==> config.mk <==
export PLATFORM = sky130hd
export DESIGN_NAME = manchester_decoder_flat
export DESIGN_NICKNAME = d
export VERILOG_FILES = /design/src/rtl/manchester_pkg.sv /design/src/rtl/manchester_decoder_if.sv /design/src/rtl/manchester_edge_sync.sv /design/src/rtl/manchester_decoder.sv /design/src/flat_wrapper.sv
export SDC_FILE = /design/constraint.sdc
export NUM_CORES = 1
export LEC_CHECK = 0
export CORE_MARGIN = 4
export CORE_UTILIZATION = 40
export CTS_CLUSTER_SIZE = 40
export DETAILED_ROUTE_END_ITERATION = 12
export SYNTH_ARGS = -nofsm -noshare
export SYNTH_HDL_FRONTEND = slang
export SYNTH_HIERARCHICAL = 1
export SYNTH_SLANG_ARGS = --single-unit
export TNS_END_PERCENT = 20
==> constraint.sdc <==
create_clock -name clk -period 5.3 [get_ports clk]
set_clock_uncertainty 0.2 [all_clocks]
set_input_delay 1.06 -clock clk [delete_from_list [all_inputs] [get_ports clk]]
set_output_delay 1.06 -clock clk [all_outputs]
set_load 0.1 [all_outputs]
==> src/rtl/manchester_pkg.sv <==
// ============================================================================
// Module  : manchester_pkg
// Brief   : Shared types and helpers for the Manchester receive path:
//           FSM state encoding, line polarity and timing window bounds.
// Rev     : 1.0  initial release
// ============================================================================
`default_nettype none

package manchester_pkg;

  // Receiver FSM states
  typedef enum logic [1:0] {
    IDLE = 2'd0,
    DATA = 2'd1,
    GAP  = 2'd2
  } manch_state_e;

  // IEEE 802.3 polarity: a rising mid-bit transition carries a 1
  localparam logic MANCH_RISE_IS_ONE = 1'b1;

  // Earliest accepted mid-bit spacing, in clock cycles
  function automatic int manch_win_lo(input int osr);
    return osr - osr / 4;
  endfunction

  // Latest accepted mid-bit spacing, in clock cycles
  function automatic int manch_win_hi(input int osr);
    return osr + osr / 4;
  endfunction

endpackage

`default_nettype wire

==> src/rtl/manchester_decoder_if.sv <==
// ============================================================================
// Module  : manchester_decoder_if
// Brief   : Byte output bundle of the Manchester decoder: valid/ready byte
//           handoff plus error/overrun pulses and the error counter.
// Rev     : 1.0  initial release
// ============================================================================
`default_nettype none

interface manchester_decoder_if;

  logic [7:0] data_out;
  logic       data_valid;
  logic       data_ready;
  logic       err;
  logic       overrun;
  logic [7:0] err_cnt;

  // Decoder side
  modport master (
    output data_out,
    output data_valid,
    input  data_ready,
    output err,
    output overrun,
    output err_cnt
  );

  // Consumer side
  modport slave (
    input  data_out,
    input  data_valid,
    output data_ready,
    input  err,
    input  overrun,
    input  err_cnt
  );

endinterface

`default_nettype wire

==> src/rtl/manchester_edge_sync.sv <==
// ============================================================================
// Module  : manchester_edge_sync
// Brief   : Two-flop synchronizer for the asynchronous serial line followed
//           by a previous-sample flop; reports level, any edge, rising edge.
// Rev     : 1.0  initial release
// ============================================================================
`default_nettype none

module manchester_edge_sync (
  input  wire logic clk,
  input  wire logic rst,
  input  wire logic line_in,
  output logic      lvl,
  output logic      edge_det,
  output logic      rise
);

  logic s1_q, s2_q, s3_q;
  logic s1_d, s2_d, s3_d;

  // Next values of the synchronizer chain and the history flop
  always_comb begin
    s1_d = line_in;
    s2_d = s1_q;
    s3_d = s2_q;
  end

  // Shift the line through the chain; reset clears every stage to idle-low
  always_ff @(posedge clk) begin
    if (rst) begin
      s1_q <= 1'b0;
      s2_q <= 1'b0;
      s3_q <= 1'b0;
    end else begin
      s1_q <= s1_d;
      s2_q <= s2_d;
      s3_q <= s3_d;
    end
  end

  assign lvl      = s2_q;
  assign edge_det = s2_q ^ s3_q;
  assign rise     = s2_q & ~s3_q;

endmodule

`default_nettype wire

==> src/rtl/manchester_decoder.sv <==
// ============================================================================
// Module  : manchester_decoder
// Brief   : Oversampling Manchester receiver. Locks onto the start-bit mid
//           transition, recovers 8 bits LSB first and hands each byte out
//           through a single-entry valid/ready register.
//           Optional: MANCH_ERR_CNT_EN adds a saturating err/overrun counter;
//           without it err_cnt reads 8'h00.
// Rev     : 1.0  initial release
// ============================================================================
`default_nettype none

module manchester_decoder
  import manchester_pkg::*;
#(
  parameter int OSR = 8
) (
  input  wire logic             clk,
  input  wire logic             rst,
  input  wire logic             line_in,
  manchester_decoder_if.master  bus
);

  localparam int CNT_W = $clog2(2 * OSR) + 1;

  localparam logic [1:0] ST_IDLE = IDLE;
  localparam logic [1:0] ST_DATA = DATA;
  localparam logic [1:0] ST_GAP  = GAP;

  localparam logic [CNT_W:0]   LO_C    = (CNT_W + 1)'(manch_win_lo(OSR));
  localparam logic [CNT_W:0]   HI_C    = (CNT_W + 1)'(manch_win_hi(OSR));
  localparam logic [CNT_W-1:0] GAP_END = CNT_W'(OSR - 1);

  logic w_lvl, w_edge, w_rise;

  manchester_edge_sync u_sync (
    .clk      (clk),
    .rst      (rst),
    .line_in  (line_in),
    .lvl      (w_lvl),
    .edge_det (w_edge),
    .rise     (w_rise)
  );

  logic [1:0]       state_q,   state_d;
  logic [CNT_W-1:0] cnt_q,     cnt_d;
  logic [2:0]       bit_idx_q, bit_idx_d;
  logic [7:0]       shreg_q,   shreg_d;
  logic [7:0]       data_q,    data_d;
  logic             valid_q,   valid_d;
  logic             err_q,     err_d;
  logic             overrun_q, overrun_d;

  // cnt restarts at 0 in the cycle a mid-bit edge is taken, so the spacing
  // between two mid-bit edges seen in the current cycle is cnt + 1.
  logic [CNT_W:0] w_elapsed;
  logic           w_bit;
  logic           w_accept;
  logic           w_mid;

  assign w_elapsed = {1'b0, cnt_q} + (CNT_W + 1)'(1);
  assign w_bit     = (w_lvl == MANCH_RISE_IS_ONE);
  assign w_accept  = valid_q & bus.data_ready;
  assign w_mid     = w_edge && (w_elapsed >= LO_C) && (w_elapsed <= HI_C);

  // Frame FSM, bit timing, shift register and byte handoff
  always_comb begin
    state_d   = state_q;
    cnt_d     = cnt_q;
    bit_idx_d = bit_idx_q;
    shreg_d   = shreg_q;
    data_d    = data_q;
    valid_d   = valid_q & ~w_accept;
    err_d     = 1'b0;
    overrun_d = 1'b0;
    case (state_q)
      ST_IDLE: begin
        // Only a rising edge can be a start-bit mid transition
        if (w_rise) begin
          cnt_d     = '0;
          bit_idx_d = 3'd0;
          shreg_d   = '0;
          state_d   = ST_DATA;
        end
      end
      ST_DATA: begin
        if (w_mid) begin
          cnt_d              = '0;
          shreg_d[bit_idx_q] = w_bit;
          bit_idx_d          = bit_idx_q + 3'd1;
          if (bit_idx_q == 3'd7) begin
            state_d = ST_GAP;
            if (!valid_q || w_accept) begin
              data_d  = {w_bit, shreg_q[6:0]};
              valid_d = 1'b1;
            end else begin
              overrun_d = 1'b1;
            end
          end
        end else if (w_elapsed > HI_C) begin
          // Mid-bit transition never came: drop the partial byte
          err_d   = 1'b1;
          cnt_d   = '0;
          shreg_d = '0;
          state_d = ST_IDLE;
        end else begin
          cnt_d = cnt_q + CNT_W'(1);
        end
      end
      ST_GAP: begin
        // cnt counts consecutive low samples; any high sample restarts it
        if (w_lvl) begin
          cnt_d = '0;
        end else if (cnt_q == GAP_END) begin
          cnt_d   = '0;
          state_d = ST_IDLE;
        end else begin
          cnt_d = cnt_q + CNT_W'(1);
        end
      end
      default: begin
        state_d = ST_IDLE;
        cnt_d   = '0;
      end
    endcase
  end

  // Register FSM, datapath and output pulses
  always_ff @(posedge clk) begin
    if (rst) begin
      state_q   <= ST_IDLE;
      cnt_q     <= '0;
      bit_idx_q <= 3'd0;
      shreg_q   <= '0;
      data_q    <= '0;
      valid_q   <= 1'b0;
      err_q     <= 1'b0;
      overrun_q <= 1'b0;
    end else begin
      state_q   <= state_d;
      cnt_q     <= cnt_d;
      bit_idx_q <= bit_idx_d;
      shreg_q   <= shreg_d;
      data_q    <= data_d;
      valid_q   <= valid_d;
      err_q     <= err_d;
      overrun_q <= overrun_d;
    end
  end

  assign bus.data_out   = data_q;
  assign bus.data_valid = valid_q;
  assign bus.err        = err_q;
  assign bus.overrun    = overrun_q;

`ifdef MANCH_ERR_CNT_EN
  logic [7:0] err_cnt_q, err_cnt_d;

  // Saturating count of err and overrun events, in step with the pulses
  always_comb begin
    err_cnt_d = err_cnt_q;
    if ((err_d || overrun_d) && (err_cnt_q != 8'hFF)) begin
      err_cnt_d = err_cnt_q + 8'd1;
    end
  end

  // Error counter register, cleared only by reset
  always_ff @(posedge clk) begin
    if (rst) begin
      err_cnt_q <= 8'h00;
    end else begin
      err_cnt_q <= err_cnt_d;
    end
  end

  assign bus.err_cnt = err_cnt_q;
`else
  assign bus.err_cnt = 8'h00;
`endif

endmodule

`default_nettype wire
==> src/flat_wrapper.sv <==
// flat-port wrapper written by rule: the top's interface ports become plain ports
module manchester_decoder_flat import manchester_pkg::*;
#(
  parameter int OSR = 8
)
  (clk, rst, line_in, bus_data_out, bus_data_valid, bus_data_ready, bus_err, bus_overrun, bus_err_cnt);
  manchester_decoder_if bus_i ();
  input  wire logic clk;
  input  wire logic rst;
  input  wire logic line_in;
  output wire logic [$bits(bus_i.data_out)-1:0] bus_data_out;
  output wire logic [$bits(bus_i.data_valid)-1:0] bus_data_valid;
  input wire logic [$bits(bus_i.data_ready)-1:0] bus_data_ready;
  output wire logic [$bits(bus_i.err)-1:0] bus_err;
  output wire logic [$bits(bus_i.overrun)-1:0] bus_overrun;
  output wire logic [$bits(bus_i.err_cnt)-1:0] bus_err_cnt;
  assign bus_data_out = bus_i.data_out;
  assign bus_data_valid = bus_i.data_valid;
  assign bus_i.data_ready = bus_data_ready;
  assign bus_err = bus_i.err;
  assign bus_overrun = bus_i.overrun;
  assign bus_err_cnt = bus_i.err_cnt;
  manchester_decoder #(.OSR(OSR)) u_core (.clk(clk), .rst(rst), .line_in(line_in), .bus(bus_i));
endmodule
## Word-level counts from Yosys, hierarchy flattened

Index checks and enable logic that the tools add are counted.
W data, S select, Z words.

| storage, ports and cells | value |
|---|---|
| register bits after elaboration | 32 |
| input port bits | 4 |

| operators by class | value |
|---|---|
| magnitude comparators | 5 |
| equal/unequal tests | 10 |
| reduce and logical (&&, ||, !) cells | 13 |
| bitwise logic cells | 9 |
| mux-type cells | 29 |
| add/sub/neg operators | 3 |

Operators with widths:

| operator | count |
|---|---|
| $mux W5 | 5 |
| $mux W8 | 3 |
| $pmux W8 S2 | 1 |
| $pmux W5 S3 | 1 |
| $mux W2 | 6 |
| $bwmux W8 | 1 |
| $mux W1 | 7 |
| $add A5 B1 Y6 const B | 1 |
| $ge A6 B3 Y1 const B | 1 |
| $gt A6 B4 Y1 const B | 1 |
| $le A6 B4 Y1 const B | 1 |
| $mux W3 | 2 |
| $pmux W2 S3 | 1 |
| $pmux W3 S2 | 1 |
| $reduce_and A3 Y1 | 2 |
| $add A5 B1 Y5 const B | 1 |
| $eq A5 B3 Y1 const B | 1 |
| $not A1 Y1 | 5 |
| $reduce_and A5 Y1 | 1 |
| $lt A3 B4 Y1 const B | 1 |
| $ne A2 B1 Y1 const B | 2 |
| $ne A2 B2 Y1 const B | 2 |
| $reduce_and A4 Y1 | 1 |
| $reduce_or A4 Y1 | 1 |
| 16 further kinds | 20 |

## Depth between registers and ports, before layout

| depth | value |
|---|---|
| depth in word-level cells | 7 |
| mapped depth | 10 |
| gate-level depth less buffers | 8 |

## Modules after synthesis

The synthesis kept the hierarchy.

Modules (own cells, without submodules):

| module | instances | sequential area each (um2) | area each (um2) | cells an instance |
|---|---|---|---|---|
| manchester_decoder | 1 | 560.5 | 1736.7 | 199 |
| manchester_edge_sync | 1 | 60.1 | 98.8 | 9 |

## Least setup slack after synthesis

Ideal clock, no wire load.

| timing | value |
|---|---|
| kind | register -> register |
| start | register u_core.cnt_q[1] |
| end | register u_core.shreg_q[0] |
| required time | 5.014 ns |
| cell stages (with the launch flop) | 10 |
| data arrival time | 2.262 ns |
| period minus slack after synthesis | 2.548 ns |
| setup time | 0.086 ns |
| buffers on the path | 1 |
| slack | 2.752 ns |
| path through | dfxtp_1 buf_2 inv_1 ha_1 a32oi_1 nor2b_1 o311ai_4 a21oi_2 or4b_4 a221oi_2 |

| on the way | value |
|---|---|
| word-level cells in the longest chain between the ends | 6 |
| elaborated cells between the ends (all ways) | 10 |
| those cells by class | add/sub (1); order compare (3); eq/ne (1); mux (2); reduce/logical (3) |

RTL lines:

| what | line | source |
|---|---|---|
| start, declared | manchester_decoder.sv:45 | `logic [CNT_W-1:0] cnt_q, cnt_d;` |
| start signal, assigned | manchester_decoder.sv:140 | `cnt_q <= cnt_d;` |
| $add A5 B1 Y6 (*) | manchester_decoder.sv:60 | `assign w_elapsed = {1'b0, cnt_q} + (CNT_W + 1)'(1);` |
| $ge A6 B3 Y1 | manchester_decoder.sv:63 | `assign w_mid = w_edge && (w_elapsed >= LO_C) && (w_elapsed <= HI_C);` |
| $logic_and A1 B1 Y1 (2 in a row) | manchester_decoder.sv:63 |  |
| $ne A3 B1 Y1 (no source line) or $mux W8 (tied branches) | - |  |
| $reduce_and A3 Y1 (no source line) or $pmux W8 S2 (tied branches) | - |  |
| end signal, assigned | manchester_decoder.sv:142 | `shreg_q <= shreg_d;` |
| end, declared | manchester_decoder.sv:47 | `logic [7:0] shreg_q, shreg_d;` |

Mark *: on every way between the ends. The rest lies on a longest branch, timed or not.
A chain may end at the register's enable or synchronous reset.

## Final worst setup path

| timing | value |
|---|---|
| start | register u_core.data_q[6], in the netlist u_core/bus.data_out[6] |
| end | output port bus_data_out[6] |

RTL lines:

| what | line | source |
|---|---|---|
| start, declared | manchester_decoder.sv:48 | `logic [7:0] data_q, data_d;` |
| start signal, assigned | manchester_decoder.sv:143 | `data_q <= data_d;` |
| end, declared | flat_wrapper.sv:11 | `output wire logic [$bits(bus_i.data_out)-1:0] bus_data_out;` |

No word-level cell between the ends.

==> impl_results.md <==
* Status: finished clean
* Grt total ovfl at 0
* CP peak stage delay at 1.13 ns
* Worst Hold Class: register to register
* Met1 GRT Util at 0.2099
* Layout Utilization at 0.4700
* Initial Util at 0.4187
* Setup TNS at 0 ns
* Number of synthesis warnings at 6
* FF-to-FF Start: u_core/cnt_q[1]
* Final net count at 233
* Routed length per placed instance at ~15 um
* Relative slew margins at 0.3501
* MaxCap Viol Count at 0
* Post-route ant nets at 0
* Antenna cells at 0
* Avg Synthesized Cell Area at 8.825 um^2
* Layout cell share with drive strength beyond 1 at 0.08636
* Netlist Area Pre-Place at 1836 um^2
* Crit path max-delay family: buffers and inverters
* Global-route wire length before repair at 6651 um
* Largest net degree at the start of global routing at 19
* Met3 Use GR at 0.04354
* Critical path's slowest cell: clkdlybuf4s50_1
* Bufs on Longest Clock Path at 2
* Seq/Total Area, Yosys at 0.3381
* Shortest period the worst path allows at just over 3 ns
* Clock sinks at 31
* Worst slew pin tran at 0.9718 ns
* Input/output buffers at 14
* Final setup fails at 0
* Hold path cells at 1
* CP endpoint kind: output port
* CTS Hold Buffers Added at 0
* Total GRT Usage at 0.1538
* R2R depth at 8
* Fillers at 434
* Via count at 1502
* Post_cts resized at 0
* GR peak layer: met2
* Hold_ws at roughly 0.24 ns
* #FFs+latches synth at 31
* Critical path class: register to output port
* Vias in the first global route at 1384
* VDD IR max at around 0.19 mV
* Worst flop-to-flop path endpoint: u_core/shreg_q[0]
* DR pass1 iterations at 4
* Top cell type's share of synthesized area at 0.3381
* Worst EP arrival at approximately 1.8 ns
* CP startpoint: u_core/bus.data_out[6]
* Top cells by count, synth: dfxtp_1 (31), nand2_1 (15), nor2_1 (14)
* Count of final hold-check violations at 0
* Clock Latency Late Sink at slightly below 0.3 ns
* Top post-synthesis cells by area: dfxtp_1 (34%), ha_1 (6.8%), mux2i_1 (6.0%)
* Area Overhead vs Synth at 12.27%
* WP data required at approximately 4.0 ns
* Number of setup buffers added after CTS at 0
* WP buf/inv at 1
* Primary FF master, synth: dfxtp_1
* Num CTS Buffers at 5
* CTS clk-pin slew, worst paths at 0.07 ns
* Area leader, netlist: dfxtp_1
* Leak at 0.7212 nW
* Row count at 24
* Final worst-path cycle share at 0.5693
* Syn Inst Count at ~210
* Flop2flop setup slack at 2.38 ns
* Hpwl dp at 2755 um
* Routability cong. at 0.8949
* Die width at 75.74 um
* WHS Endpoint: u_core/u_sync/lvl
* EDFF count, synth at 0
* Die Area at about 5700 um^2
* Worst-path fanout max at 2
* Fmax at 0.3314 GHz
* Min-delay src: u_core/u_sync/s1_q
* Power Density at 286.5 nW/um^2
* CP Launch Type: register
* 1st-iter DRT viols at 55
* Detailed Route WL at 3959 um
* Most instantiated library cell after synthesis: dfxtp_1
* Async S/R FF share, synth at 0
* H-tree Lvls at 2
* Routing usage on met2 at 0.2291
* CTS tree: done
* Distinct cells, synth at 51
* Final Max Tran Viols at 0
* Die Span Y at 75.74 um
* CTS Root Cell: clkbuf_8
* Core Area at 4384 um^2
* CP Cell Sequence: clkdlybuf4s50_1
* Drt via density at roughly 5.5
* # DRC at 0
* Initial antenna violation count at 0
* I/O pin cnt at 23
* RSZ-0062 raised after global routing: no
registers in the layout, summed over array words and instances, names as in the netlist:
name                   count
u_core/state_q             2
u_core/bus.data_valid      1
u_core/bus.data_out        8
u_core/shreg_q             7
u_core/cnt_q               5
u_core/u_sync/s3_q         1
u_core/bus.err             1
u_core/u_sync/s1_q         1
u_core/bus.overrun         1
u_core/u_sync/lvl          1
u_core/bit_idx_q           3
worst max path at each step:
stage               cells past startpoint  slack, ns                endpoint
finish                                  1       2.28         bus_data_out[6]
global placement                        6       2.39  u_core/bus.data_out[7]
floorplan                               9       2.75       u_core/shreg_q[0]
detailed placement                      6       2.33  u_core/bus.data_out[1]
global route                            8       2.11       u_core/shreg_q[0]
CTS                                     1       2.26         bus_data_out[6]
report_power, final:
part | total, mW | switching [mW] | internal, mW | leakage (nW)
sequential | 0.243 | 0.00482 | 0.238 | 0.250
combinational | 0.140 | 0.0991 | 0.0409 | 0.420
clock | 0.207 | 0.0891 | 0.118 | 0.0505
total | 0.590 | 0.193 | 0.397 | 0.721
cell type report:
| class | instances | area [um^2] | area share |
|---|---|---|---|
| Sequential cell | 31 | 620.6 | 0.3012 |
| Clock inverter | 1 | 7.507 | 0.003643 |
| Clock buffer | 7 | 96.34 | 0.04675 |
| Inverter | 10 | 37.54 | 0.01821 |
| Multi-Input combinational cell | 156 | 1086 | 0.5270 |
| Timing Repair Buffer | 15 | 147.6 | 0.07165 |
| Tap cell | 52 | 65.06 | 0.03157 |
per-stage QoR:
step                setup slack (ns)  power (mW)  cell area [um^2]  std cells
floorplan                      2.752      0.3661              1862        215
global placement               2.385      0.3860              1957        264
detailed placement             2.335      0.3858              1957        264
CTS                            2.263      0.5948              2061        272
global route                   2.109      0.6222              2061        272
finish                         2.283      0.5903              2061        272
cell usage in the layout, fill, tap and decap left out, types with 4 or more instances in the layout:
master,count
clkdlybuf4s50_1,14
nor2b_1,11
a21oi_1,12
o21ai_0,6
nor3_1,6
mux2i_1,11
dfxtp_1,31
conb_1,8
nor2_1,14
inv_1,10
nand3_1,7
ha_1,10
o221ai_1,4
nand2_1,15
clkbuf_8,7
cell families after synthesis:
logic type | Yosys count | synth area share
other | 1 | 0.002043
muxes | 13 | 0.07226
DFF | 31 | 0.3381
and+or+nand+nor | 76 | 0.2263
adders and majority gates | 10 | 0.06817
xor gates and xnor gates | 1 | 0.004773
AOI/OAI and AO/OA | 48 | 0.2038
buffers and inverters | 28 | 0.08453
per-layer routing:
layer	share of wire	vias up	wire length [um]
met5	0	-	0
met4	0.017	0	69
met3	0.040	6	157
met2	0.44	33	1755
met1	0.50	693	1977
li1	-	770	-
Power figures use the tool's default switching activity.
